### src/rtl/cnn_fifo_pkg.sv
// ============================================================================
// Module   : cnn_fifo_pkg
// Brief    : Shared types and default sizes for the feature-map FIFO blocks.
// Revision : 1.0 - initial release
// ============================================================================
`default_nettype none

package cnn_fifo_pkg;

    typedef enum logic {
        ST_IDLE  = 1'b0,
        ST_BURST = 1'b1
    } arb_state_e;

    localparam int DEFAULT_DATA_W      = 16;
    localparam int DEFAULT_FIFO_DEPTH  = 64;
    localparam int DEFAULT_FIFO_ADDR_W = $clog2(DEFAULT_FIFO_DEPTH);

endpackage

`default_nettype wire

### src/rtl/rr_pick.sv
// ============================================================================
// Module   : rr_pick
// Brief    : Combinational round-robin picker; first request at or after rr_ptr.
// Revision : 1.0 - initial release
// ============================================================================
`default_nettype none

module rr_pick
    import cnn_fifo_pkg::*;
#(
    parameter int NUM_REQ = 4,
    parameter int ID_W    = $clog2(NUM_REQ)
) (
    input  logic [NUM_REQ-1:0] req,
    input  logic [ID_W-1:0]    rr_ptr,
    output logic [ID_W-1:0]    winner,
    output logic               any_req
);

    int idx;

    // Scan from the farthest offset down so the nearest requester wins last.
    always_comb begin
        winner  = '0;
        any_req = |req;
        idx     = 0;
        for (int k = NUM_REQ - 1; k >= 0; k--) begin
            idx = int'(rr_ptr) + k;
            if (idx >= NUM_REQ) begin
                idx = idx - NUM_REQ;
            end
            if (req[idx]) begin
                winner = ID_W'(idx);
            end
        end
    end

endmodule

`default_nettype wire

### src/rtl/fifo_wr_arbiter.sv
// ============================================================================
// Module   : fifo_wr_arbiter
// Brief    : Burst round-robin arbiter sharing one FIFO write port.
// Revision : 1.0 - initial release
// ============================================================================
`default_nettype none

module fifo_wr_arbiter
    import cnn_fifo_pkg::*;
#(
    parameter int NUM_REQ   = 4,
    parameter int DATA_W    = DEFAULT_DATA_W,
    parameter int BURST_MAX = 16,
    parameter int ID_W      = $clog2(NUM_REQ),
    parameter int BCNT_W    = $clog2(BURST_MAX + 1)
) (
    input  logic                      w_clk,
    input  logic                      reset,
    input  logic [NUM_REQ-1:0]        req,
    input  logic [NUM_REQ*DATA_W-1:0] req_data,
    input  logic [NUM_REQ-1:0]        req_last,
    input  logic                      flush,
    input  logic                      fifo_full,
    output logic [NUM_REQ-1:0]        gnt,
    output logic                      fifo_w_en,
    output logic [DATA_W-1:0]         fifo_data,
    output logic [ID_W-1:0]           owner,
    output logic                      busy
);

    localparam logic [BCNT_W-1:0] BCNT_LAST = BCNT_W'(BURST_MAX - 1);
    localparam logic [ID_W-1:0]   LAST_ID   = ID_W'(NUM_REQ - 1);

    arb_state_e        state_q, state_d;
    logic [ID_W-1:0]   owner_q, owner_d;
    logic [ID_W-1:0]   rr_ptr_q, rr_ptr_d;
    logic [BCNT_W-1:0] bcnt_q, bcnt_d;

    logic [ID_W-1:0]   pick_winner;
    logic              pick_any;
    logic              owner_req;
    logic              owner_last;
    logic [DATA_W-1:0] owner_word;
    logic              accept;
    logic              burst_end;

    rr_pick #(
        .NUM_REQ (NUM_REQ),
        .ID_W    (ID_W)
    ) u_rr_pick (
        .req     (req),
        .rr_ptr  (rr_ptr_q),
        .winner  (pick_winner),
        .any_req (pick_any)
    );

    always_ff @(posedge w_clk or negedge reset) begin
        if (!reset) begin
            state_q  <= ST_IDLE;
            owner_q  <= '0;
            rr_ptr_q <= '0;
            bcnt_q   <= '0;
        end else begin
            state_q  <= state_d;
            owner_q  <= owner_d;
            rr_ptr_q <= rr_ptr_d;
            bcnt_q   <= bcnt_d;
        end
    end

    always_comb begin
        state_d    = state_q;
        owner_d    = owner_q;
        rr_ptr_d   = rr_ptr_q;
        bcnt_d     = bcnt_q;
        gnt        = '0;
        fifo_data  = '0;
        owner_req  = req[owner_q];
        owner_last = req_last[owner_q];
        owner_word = req_data[int'(owner_q)*DATA_W +: DATA_W];
        accept     = 1'b0;
        burst_end  = 1'b0;

        case (state_q)
            ST_IDLE: begin
                if (pick_any) begin
                    owner_d = pick_winner;
                    bcnt_d  = '0;
                    state_d = ST_BURST;
                end
            end
            ST_BURST: begin
                // Flush and a dropped request both suppress the write this cycle.
                accept = owner_req & ~fifo_full & ~flush;
                if (accept) begin
                    gnt[owner_q] = 1'b1;
                    fifo_data    = owner_word;
                    if (bcnt_q != '1) begin
                        bcnt_d = bcnt_q + BCNT_W'(1);
                    end
                end
                burst_end = flush | ~owner_req |
                            (accept & (owner_last | (bcnt_q == BCNT_LAST)));
                if (burst_end) begin
                    state_d  = ST_IDLE;
                    rr_ptr_d = (owner_q == LAST_ID) ? '0 : owner_q + ID_W'(1);
                end
            end
            default: state_d = ST_IDLE;
        endcase
    end

    assign fifo_w_en = |gnt;
    assign owner     = owner_q;
    assign busy      = (state_q == ST_BURST);

endmodule

`default_nettype wire

### config.mk
export PLATFORM = sky130hd
export DESIGN_NAME = fifo_wr_arbiter
export DESIGN_NICKNAME = d
export VERILOG_FILES = /design/src/rtl/cnn_fifo_pkg.sv /design/src/rtl/rr_pick.sv /design/src/rtl/fifo_wr_arbiter.sv
export SDC_FILE = /design/constraint.sdc
export NUM_CORES = 1
export LEC_CHECK = 0
export ABC_AREA = 1
export CAP_MARGIN = 20
export CORE_ASPECT_RATIO = 0.75
export CORE_MARGIN = 2
export CORE_UTILIZATION = 30
export DETAILED_ROUTE_END_ITERATION = 8
export PLACE_DENSITY = 0.68
export SLEW_MARGIN = 25
export SYNTH_ARGS = -nofsm -noshare
export SYNTH_HDL_FRONTEND = slang
export SYNTH_SLANG_ARGS = --single-unit
export TNS_END_PERCENT = 50
### constraint.sdc
create_clock -name w_clk -period 3.6 [get_ports w_clk]
set_input_delay 0.54 -clock w_clk [delete_from_list [all_inputs] [get_ports w_clk]]
set_output_delay 0.54 -clock w_clk [all_outputs]
set_load 0.03 [all_outputs]
-- Word level (Yosys, flattened, before mapping)
Cells that the tools add are included.
Widths: inputs -> output; s select.
- flip-flop bits (word level): 10
- output and inout port bits: 24
- word-level logic and storage cells: 84
- add/subtract/negate cells: 9
- $lt $le $gt $ge: 10
- eq/ne operators: 6
- shifts and indexed selects: 1
- multiplexer cells: 38
- bitwise gates (word level): 10
- reductions and logical operators: 6
- operators with widths (kind ; count):
    $lt 32x4->1 const B ; 4
    $mux 32 ; 4
    $ge 32x4->1 const B ; 3
    $sub 32x4->32 const B ; 3
    $shiftx 64x7->16 ; 1
    $mux 16 ; 2
    $mux 5 ; 3
    $mux 1 ; 13
    $bmux 1 s2 ; 6
    $mux 2 ; 5
    $pmux 5 s2 ; 1
    $mux 4 ; 2
    $reduce_or 4->1 ; 2
    $add 2x2->3 const B ; 2
    $add 5x1->5 const B ; 1
    $eq 5x4->1 const B ; 1
    $ne 5x5->1 const B ; 1
    $ne 2x1->1 const B ; 2
    $not 1->1 ; 4
    $reduce_and 2->1 ; 2
    $sub 2x3->4 const B ; 1
    $add 2x1->3 const B ; 1
    $and 1x1->1 ; 3
    $ge 2x3->1 const B ; 1
    other kinds (10) ; 12

-- Longest topological paths before layout
- depth in word-level cells: 10
- mapped depth: 11
- gate-level depth less buffers: 11

-- Cells and area by module
From an unflattened synthesis, not the netlist that was laid out.
- cells, all modules: 271
- area total of the unflattened synthesis: 1536.5 sq um
- modules (own cells, without submodules) (module ; times used ; cells an instance ; area an instance (sq um) ; sequential area each (sq um)):
    fifo_wr_arbiter ; 1 ; 225 ; 1347.5 ; 250.2
    rr_pick ; 1 ; 46 ; 188.9 ; 0.0

-- Worst setup path after synthesis
No wires, ideal clock.
- path kind: flip-flop to output port
- from: register owner_q[1], in the netlist owner[1]
- to: output gnt[0]
- data arrival time: 1767 ps
- data required time: 3060 ps
- setup slack: 1293 ps
- cell stages (with the launch flop): 7
- path buffers: 2
- cell sequence: dfrtp_1 -> buf_2 -> o211ai_2 -> a21oi_4 -> nand3_2 -> buf_6 -> nor2_1
- cells in the longest elaborated chain, start to end: 6
- RTL lines (element ; RTL line ; RTL):
    start: declaration ; fifo_wr_arbiter.sv:35 ; logic [ID_W-1:0] owner_q, owner_d;
    start signal: assignment ; fifo_wr_arbiter.sv:65 ; owner_q <= owner_d;
    $lt 2x3->1 (implied by the code), or another cell as far along ; fifo_wr_arbiter.sv:96 ; gnt[owner_q] = 1'b1;
    $logic_and 1x1->1 (implied by the code) or $mux 1 (tied branches) ; fifo_wr_arbiter.sv:96, fifo_wr_arbiter.sv:78 ;
    $mux 1 (implied by the code) or $and 1x1->1 (tied branches) ; fifo_wr_arbiter.sv:96, fifo_wr_arbiter.sv:94 ;
    $demux 1 s2 or $and 1x1->1 (tied branches) ; fifo_wr_arbiter.sv:96, fifo_wr_arbiter.sv:94 ;
    $mux 4 * ; fifo_wr_arbiter.sv:95 ; if (accept) begin
    $mux 4 * ; fifo_wr_arbiter.sv:84 ; case (state_q)
    end: declaration ; fifo_wr_arbiter.sv:24 ; output logic [NUM_REQ-1:0] gnt,
Every way passes the cells marked *; elsewhere a longest branch is shown, timed or not. The select of a mux whose other input is x is not followed.

-- Final worst setup path
- from: input req[1]
- to: output fifo_w_en
- cells in the longest elaborated chain, start to end: 7
- RTL lines (element ; RTL line ; RTL):
    start: declaration ; fifo_wr_arbiter.sv:19 ; input logic [NUM_REQ-1:0] req,
    $bmux 1 s2 ; fifo_wr_arbiter.sv:78 ; owner_req = req[owner_q];
    $mux 1 (implied by the code) ; fifo_wr_arbiter.sv:78 ;
    $and 1x1->1 (2 in a row) ; fifo_wr_arbiter.sv:94 ; accept = owner_req & ~fifo_full & ~flush;
    $mux 4 ; fifo_wr_arbiter.sv:95 ;
    $mux 4 ; fifo_wr_arbiter.sv:84 ;
    $reduce_or 4->1 ; fifo_wr_arbiter.sv:113 ; assign fifo_w_en = |gnt;
    end: declaration ; fifo_wr_arbiter.sv:25 ; output logic fifo_w_en,
Every way passes these cells. The select of a mux whose other input is x is not followed.

==> flow_summary.yaml <==
synthesis:
  async_reset_ff_frac: 1.000
  yosysTopAreaCell: "nor2_1"
  yosysTopAreaCellShare: 0.1858
  synth_mux_area_frac: 0
  synth_ff_type: "dfrtp_1"
  ys_top_cells_by_area: "nor2_1, dfrtp_1, nand2_1"
  yosysWarnings: 0
  synth-xor-area-share: 0.005780
  avgSynthCellArea_um2: 5.612
  seq_area_frac_synth: 0.1652
  synth-compound-area-share: 0.2543
  synth-seq-cells: 10
  synth_cells: 270
  synth_top_family_by_area: "simple AND/OR/NAND/NOR gates"
  synthSimpleGateAreaFrac: 0.4129
  synth_nets: 353
  syn_area_um2: 1515
  synth_fa_ha_area_frac: 0.05780
  synth.distinct_cells: 23
  synth_edf_count: 0
flow_run:
  cap_violations: 0
clock_tree:
  cts_sinks: 10
  cts_tree: "built"
  clk_latency_ns: 0.23
  cts_hold_buf: 0
  h-tree-depth: 1
  clkTransAtPathRegs_ns: 0.05
  cts_buffer_depth: 2
  cts_buffers: 3
  cts-resized-gates: 0
  root_buffer: "clkbuf_8"
  cts_setup_buffers: 0
setup_path:
  path_buf_inv: 5
  cp.arrival_ns: 2.40
  path_class: "primary input to output pin"
  critPathMaxFanout: 14
  cp_top_family: "buffers and inverters"
  required_ns: 3.06
  crit_path_top_delay_cell: "clkdlybuf4s50_1"
  start_kind: "primary input"
  crit_chain: "clkdlybuf4s50_1 -> inv_1 -> nand2_1 -> nand3_1 -> a21oi_4 -> nand3_2 -> buf_4 -> inv_1 -> o21ai_0 -> nand2_1 -> buf_4"
  cpPeakStageDelay_ns: 0.49
  end_kind: "output pin"
sta:
  fin_worst_skew_ns: 0.002807
  setup_viol: 0
  worst_hold_slack_ns: 0.5291
  worstMarginPinSlew_ns: 0.4784
  fmax_ghz: 0.3400
  slew_headroom: 0.6811
  finalHoldViolCount: 0
  min_period_ns: 2.941
  setup_tns_ns: 0
  rsz0062_at_grt: "false"
  finalCritPeriodShare: 0.8171
  slew_viol_final: 0
  fin_ws_ns: 0.6586
detailed_routing:
  wl_met1_mm: 2.720
  dr_total_vias: 2012
  met3_length_um: 353
  drc: 0
  ant_nets: 0
  wl_per_cell_um: 13.03
  first_iter_violations: 97
  route.met2.wl_mm: 2.398
  top_layer_used: "met4"
  wl_mm: 5.539
  viasPerCell: 4.734
  drt_first_pass_iters: 4
pwr:
  powerDensity_nw_per_um2: 570.7
  ir_drop_uv: 295.5
  power_w: 0.001455
  p_leak_nw: 1.161
cells_and_area:
  drive_above_1_share: 0.1425
  diodes: 0
  area_growth_pct: 68.29
  mostFrequentLayoutCell: "clkdlybuf4s50_1"
  fillers: 513
  final_cells: 425
  layout_common_cells: "clkdlybuf4s50_1, nor2_1, nand2_1, o21ai_0, buf_4"
  fin_nets: 449
die:
  start_util: 0.3110
  die_h_um: 65.55
  core_um2: 4872
  pin_count: 100
  dieArea_um2: 5641
  row_count: 22
  dieWidth_um: 86.06
global_route:
  grt_pass1_vias: 1913
  grt.overflow.total: 0
  grt_pass1_wl_mm: 9.004
  track_usage: 0.1957
  antenna_found_initial: 0
  grt_max_degree: 38
worst_hold_path:
  min_path_type: "register to register"
placement:
  dp_cells: 421
  dp_hpwl_mm: 4.358
  post-place-ws_ns: 0.6618
  place.gp.congestion: 0.8781
  portBuffers: 99
run_status:
  outcome: "complete, no violations"
-- worst register-to-register path, stage by stage, from the launching register on --
cell and delay (ns):
dfrtp_1 0.63, buf_4 0.40, nand2_1 0.10, nand3_1 0.10, nand2_1 0.05, nand2_1 0.05
nand2_1 0.04, nand2_1 0.11, nand2_1 0.09, nand2_1 0.08, o21ai_0 0.09
-- where the power goes --
group          switching (W)  total [W]  internal [W]
clock network      0.0000430   0.000139     0.0000960
logic               0.000673    0.00108      0.000410
registers          0.0000849   0.000233      0.000148
-- kinds of logic (layout without fill, tap and decap cells) --
kind of cell / Yosys count / in the layout
AOI/OAI and AO/OA: 61 / 61
adders and majority gates: 7 / 7
and+or+nand+nor: 156 / 156
xor gates and xnor gates: 1 / 1
buffers and inverters: 35 / 130
DFF: 10 / 10
-- state kept, by name, indices dropped and copies added (netlist names) --
signal / flops
owner: 2
rr_ptr_q: 2
busy: 1
bcnt_q: 5
-- metrics by stage --
stage / util / area (um^2)
3_3_place_gp: 0.5121 / 2495
2_1_floorplan: - / 1515
6_report: 0.5234 / 2550
5_1_grt: 0.5234 / 2550
4_1_cts: 0.5234 / 2550
3_5_place_dp: 0.5121 / 2495
-- Yosys cell counts, drive strengths merged (2+ instances only) --
| cell type | n |
|---|---|
| nor2 | 75 |
| nand2 | 59 |
| o21ai | 41 |
| nand3 | 21 |
| inv | 19 |
| a21oi | 18 |
| buf | 10 |
| dfrtp | 10 |
| ha | 7 |
| clkbuf | 4 |
| clkinv | 2 |
-- area by class of cell --
| type | count | area, um^2 | area share |
|---|---|---|---|
| Timing Repair Buffer | 105 | 983.4 | 0.3857 |
| Clock buffer | 4 | 55.05 | 0.02159 |
| Inverter | 21 | 78.83 | 0.03091 |
| Sequential cell | 10 | 250.2 | 0.09814 |
| Tap cell | 60 | 75.07 | 0.02944 |
| Multi-Input combinational cell | 225 | 1107 | 0.4342 |
-- worst paths after layout --
path                           start     endpoint  slack (ns)  cells past startpoint
max                           req[1]    fifo_w_en        0.66                     11
min                        bcnt_q[0]    bcnt_q[0]        0.53                      1
max reg2reg                 owner[0]  rr_ptr_q[0]        1.72                     10
min reg2reg                bcnt_q[0]    bcnt_q[0]        0.53                      1
max in group asynchronous      reset    bcnt_q[3]        2.67                      1
min in group asynchronous      reset    bcnt_q[4]        0.62                      1
-- metal layers --
layer | track usage | vias to the layer above
met1 | 0.2750 | 884
met5 | 0 | -
met2 | 0.3266 | 66
met4 | 0.01984 | 0
met3 | 0.03015 | 6
li1 | - | 1056
(Power assumes the default switching activity.)
